## src/rtl/updown_display_decoder.sv

```systemverilog
// Samples a 3-bit up/down counter, classifies each change as up/down step or jump,
// counts steps and scans value/direction/count onto a 4-digit seven-segment display.
// Optional: define UPDN_DISP_HEARTBEAT_EN to blink digit 0's decimal point per step.
module updown_display_decoder #(
  parameter int REFRESH_BITS = 16
) (
  input  logic       clk,
  input  logic       rst_n,
  input  logic [2:0] q_in,
  output logic [6:0] seg,
  output logic       dp,
  output logic [3:0] an,
  output logic       dir_up,
  output logic       step_pulse,
  output logic       err_pulse
);

  function automatic logic [6:0] hex7(input logic [3:0] v);
    case (v)
      4'h0: hex7 = 7'b1000000;
      4'h1: hex7 = 7'b1111001;
      4'h2: hex7 = 7'b0100100;
      4'h3: hex7 = 7'b0110000;
      4'h4: hex7 = 7'b0011001;
      4'h5: hex7 = 7'b0010010;
      4'h6: hex7 = 7'b0000010;
      4'h7: hex7 = 7'b1111000;
      4'h8: hex7 = 7'b0000000;
      4'h9: hex7 = 7'b0010000;
      4'hA: hex7 = 7'b0001000;
      4'hB: hex7 = 7'b0000011;
      4'hC: hex7 = 7'b1000110;
      4'hD: hex7 = 7'b0100001;
      4'hE: hex7 = 7'b0000110;
      default: hex7 = 7'b0001110;
    endcase
  endfunction

  logic [2:0]              q_m, q_s, q_prev, d;
  logic                    armed, primed, step_det, err_det;
  logic [7:0]              ev_cnt;
  logic [REFRESH_BITS-1:0] scan_div;
  logic [1:0]              digit, digit_nx;
  logic [6:0]              glyph;
  logic                    dp_nx;

  // Synchronizer flops carry no reset so they keep tracking q_in while rst_n is low;
  // priming then captures live data on the 2nd edge after release.
  always_ff @(posedge clk) begin
    q_m <= q_in;
    q_s <= q_m;
  end

  always_comb begin
    d        = q_s - q_prev;
    step_det = primed && (d == 3'd1 || d == 3'd7);
    err_det  = primed && d != 3'd0 && !(d == 3'd1 || d == 3'd7);
  end

  always_ff @(posedge clk or negedge rst_n) begin
    if (!rst_n) begin
      armed      <= 1'b0;
      primed     <= 1'b0;
      q_prev     <= 3'd0;
      dir_up     <= 1'b1;
      ev_cnt     <= 8'd0;
      step_pulse <= 1'b0;
      err_pulse  <= 1'b0;
    end else begin
      armed      <= 1'b1;
      step_pulse <= step_det;
      err_pulse  <= err_det;
      if (armed && !primed) begin
        primed <= 1'b1;
        q_prev <= q_s;
      end else if (primed && d != 3'd0) begin
        q_prev <= q_s;
      end
      if (step_det) begin
        dir_up <= (d == 3'd1);
        ev_cnt <= ev_cnt + 8'd1;
      end
    end
  end

`ifdef UPDN_DISP_HEARTBEAT_EN
  logic hb;
  always_ff @(posedge clk or negedge rst_n) begin
    if (!rst_n) hb <= 1'b0;
    else        hb <= hb ^ step_det;
  end
`endif

  // Outputs are registered from the next digit index so an/seg change with digit.
  always_comb begin
    digit_nx = (&scan_div) ? digit + 2'd1 : digit;
    case (digit_nx)
      2'd0:    glyph = hex7({1'b0, q_prev});
      2'd1:    glyph = dir_up ? 7'b1000001 : 7'b0100001;
      2'd2:    glyph = hex7(ev_cnt[3:0]);
      default: glyph = hex7(ev_cnt[7:4]);
    endcase
`ifdef UPDN_DISP_HEARTBEAT_EN
    dp_nx = !(digit_nx == 2'd0 && hb);
`else
    dp_nx = 1'b1;
`endif
  end

  always_ff @(posedge clk or negedge rst_n) begin
    if (!rst_n) begin
      scan_div <= '0;
      digit    <= 2'd0;
      seg      <= 7'h7F;
      an       <= 4'b1111;
      dp       <= 1'b1;
    end else begin
      scan_div <= scan_div + {{(REFRESH_BITS-1){1'b0}}, 1'b1};
      digit    <= digit_nx;
      seg      <= glyph;
      an       <= ~(4'b0001 << digit_nx);
      dp       <= dp_nx;
    end
  end

endmodule
```

## config.mk

```make
export PLATFORM = sky130hd
export DESIGN_NAME = updown_display_decoder
export DESIGN_NICKNAME = d
export VERILOG_FILES = /design/src/rtl/updown_display_decoder.sv
export SDC_FILE = /design/constraint.sdc
export NUM_CORES = 1
export LEC_CHECK = 0
export CELL_PAD_IN_SITES_DETAIL_PLACEMENT = 1
export CELL_PAD_IN_SITES_GLOBAL_PLACEMENT = 2
export CORE_ASPECT_RATIO = 1.1
export CORE_UTILIZATION = 35
export DETAILED_ROUTE_END_ITERATION = 6
export GPL_ROUTABILITY_DRIVEN = 0
export PLACE_DENSITY = 0.78
export SYNTH_ARGS = -nofsm -noshare
export SYNTH_HDL_FRONTEND = slang
export SYNTH_SLANG_ARGS = --single-unit
```

## constraint.sdc

```tcl
create_clock -name clk -period 2.2 [get_ports clk]
set_clock_uncertainty 0.15 [all_clocks]
set_input_delay 0.55 -clock clk [delete_from_list [all_inputs] [get_ports clk]]
set_output_delay 0.55 -clock clk [all_outputs]
set_load 0.03 [all_outputs]
```

==> impl_metrics.py, run 1 <==
metrics = {
    "timing": {
        "tightest_slew_ns": 0.578,
        "slew_headroom": 0.614,
        "rsz0062_at_grt": "true",
        "worst_slack_ns": -0.0129,
        "fmaxAchievable_mhz": 452,
        "slew_violations": 0,
        "final_hold_viol_count": 0,
        "min_period_over_period": 1.01,
        "setup_viol_count_final": 1,
        "min_period_ns": 2.21,
    },
    "critical_path": {
        "rr_startpoint": "q_prev[0]",
        "cp_max_fo": 4,
        "crit_start": "q_prev[0]",
        "worstPathArrival_ns": 2.25,
        "cp-end-kind": "register",
        "worst_ep_required_time_ns": 2.23,
        "start_kind": "register",
        "path_class": "reg -> reg",
    },
    "power": {
        "internal-power_mw": 2.39,
        "netSwitchingFraction": 0.394,
        "irDropWorstVdd_v": 0.000558,
        "p_leak_nw": 1.64,
        "power-per-cell-area_nw_per_um2": 1070,
        "p_clk_frac": 0.178,
        "pwr-share-seq": 0.324,
        "total_power_mw": 3.95,
        "pwr-share-comb": 0.498,
        "switching_power_mw": 1.56,
    },
    "route": {
        "drtAntennaViolNets": 0,
        "wl_per_cell_um": 15.4,
        "first_iter_violations": 51,
        "firstDrtPassIters": 4,
        "via_count": 2277,
        "wl_um": 6900,
        "viasPerCell": 5.08,
        "drc_errors": 0,
    },
    "synth": {
        "synthCells": 293,
        "syn_area_per_cell_sq_um": 10.2,
        "synth-seq-cells": 51,
        "synth_most_common_cell": "dfrtp_1",
        "async_flop_share": 0.882,
        "syn_area_sq_um": 2990,
        "synth_top_area_share": 0.276,
        "synth_ff_type": "dfrtp_1",
        "yosysWarnings": 0,
        "synth-edff-count": 0,
        "seq_area_frac_synth": 0.422,
        "yosys-top-cells-area": "dfrtp_1 28%, dfstp_2 11%, ha_1 8.4%",
        "synth_cell_types": 59,
        "synth_area_leader_cell": "dfrtp_1",
        "synth_commonest_cells": "33 x dfrtp_1, 22 x nand2_1, 20 x ha_1, 19 x nor2_1, 18 x xnor2_1",
    },
    "placed_design": {
        "io_buffers": 18,
        "postPlaceCellArea_sq_um": 3470,
        "dp_hpwl_um": 4920,
    },
    "grt": {
        "grt_pass1_wl_um": 11200,
        "overflow": 0,
        "track_usage": 0.159,
        "grt_pass1_vias": 2276,
        "antenna_found_initial": 0,
        "grt_max_degree": 21,
    },
    "status": {
        "status": "finished, violations left",
        "violations": "negative setup slack",
    },
    "clocking": {
        "clk_pin_slew_ns": 0.10,
        "tritoncts": "done",
        "ctsHoldBuffers": 0,
        "clk_path_buf_depth": 2,
        "h-tree-depth": 2,
        "cts_buffers": 5,
        "clock-sinks": 51,
        "clock-root-buffer": "clkbuf_8",
        "clkLatencyLatePin_ns": 0.31,
    },
    "die": {
        "row_count": 35,
        "start_util": 0.359,
        "die_x_um": 90.1,
        "core-area_sq_um": 8320,
        "die_y_um": 98.9,
        "die_area_sq_um": 8910,
        "boundaryPins": 20,
    },
    "min_path": {
        "hold_path.class": "in -> async",
    },
    "run": {
        "maxCapViolations": 0,
    },
    "cells_and_area": {
        "stdcell_area_sq_um": 3680,
        "synthToLayoutAreaGrowth_pct": 23.1,
        "final_layout_size_suffix_gt1_frac": 0.261,
        "antenna_cells": 0,
        "nets": 362,
        "fillers": 949,
        "final_util": 0.442,
    },
}
logic make-up after synthesis:
| group | Yosys count | synth area share |
|---|---|---|
| buf+inv | 34 | 0.0481 |
| other cells | 1 | 0.00125 |
| flops | 51 | 0.422 |
| xor+xnor | 25 | 0.0779 |
| simple gates | 94 | 0.161 |
| mux | 22 | 0.0875 |
| fa+ha+maj | 21 | 0.0904 |
| compound gates | 45 | 0.112 |
placed cells by master (no fill, tap or decap), types with 7 or more instances in the layout:
master and instances:
nand3_1 12, mux2_2 9, dfstp_2 12, nand4_1 7, o21ai_0 8, nor3_1 7, nand2_1 22, buf_4 30
inv_1 16, dfrtp_1 33, nor2_1 18, nand2b_1 7, mux2i_1 10, ha_1 17, dlygate4sd2_1 9, xnor2_1 17
a21oi_1 12
critical path, cell delays in order, from the launching register on:
cell	delay, ns
dfrtp_1	0.39
ha_2	0.18
fa_2	0.33
xnor3_2	0.26
xnor2_2	0.18
nand3_2	0.13
or3_1	0.34
xnor2_1	0.13
cell type report:
cell class / instances / area [sq um] / share of cell area
multi-input cells: 209 / 1660 / 0.450
well taps: 111 / 139 / 0.0377
repair buffers: 53 / 443 / 0.120
flip-flops and latches: 51 / 1260 / 0.343
clock buffers: 6 / 82.6 / 0.0224
clock inverters: 2 / 38.8 / 0.0105
inverters: 16 / 60.1 / 0.0163
power by group through the flow:
stage / logic (mW) / clock network [mW] / registers [mW]
after detailed placement: 1.99 / 0 / 1.30
after global placement: 1.96 / 0 / 1.30
final: 1.97 / 0.705 / 1.28
after floorplan: 1.17 / 0 / 1.43
after CTS: 1.98 / 0.742 / 1.28
after global routing: 2.17 / 0.767 / 1.31
per-layer routing:
metal	part of all wire	vias up	global-route usage
li1	-	1099	-
met4	0.013	0	0.0459
met1	0.46	1143	0.205
met2	0.51	25	0.277
met3	0.024	10	0.0208
met5	0	-	0
state kept, by name (all words and copies together) (netlist names):
| signal | flops |
|---|---|
| scan_div | 16 |
| ev_cnt | 8 |
| seg | 7 |
| an | 4 |
| q_m | 3 |
| q_prev | 3 |
| q_s | 3 |
| digit | 2 |
| armed | 1 |
| dir_up | 1 |
| err_pulse | 1 |
| primed | 1 |
| step_pulse | 1 |
repair_timing:
item,4_1_cts,5_1_grt
buffers inserted,0,3
pin swaps,0,4
gates resized for setup,14,11
endpoints found under the setup margin,13,14
endpoints found under the hold margin,0,0
gates cloned,1,1
per-stage QoR:
| stage | cells | TNS (ns) | setup WS [ns] | hold WS [ns] |
|---|---|---|---|---|
| final | 448 | -0.0129 | -0.0129 | 0.0123 |
| after CTS | 444 | -0.0353 | -0.0353 | 0.0214 |
| after global placement | 435 | -0.00436 | -0.00436 | 0.160 |
| after floorplan | 294 | 0 | 0.0129 | 0.104 |
| after global routing | 448 | -0.213 | -0.125 | 0.0353 |
| after detailed placement | 435 | -0.0707 | -0.0573 | 0.169 |
path summary, 6_finish.rpt:
check / end / slack (ns) / cells past startpoint
setup reg to reg: ev_cnt[3] / -0.01 / 7
setup / recovery: ev_cnt[3] / -0.01 / 7
hold / removal: scan_div[12] / 0.01 / 1
min in group clk: q_s[0] / 0.18 / 0
hold reg to reg: q_s[0] / 0.18 / 0
max in group asynchronous: seg[0] / 1.27 / 2
(Power assumes the default switching activity.)
==> run 2, diff against run 1 <==
- HOLD_SLACK_MARGIN: not set -> 0.02
==> results of run 2 <==
Final layout, timing and power as in run 1 (identical DEF).
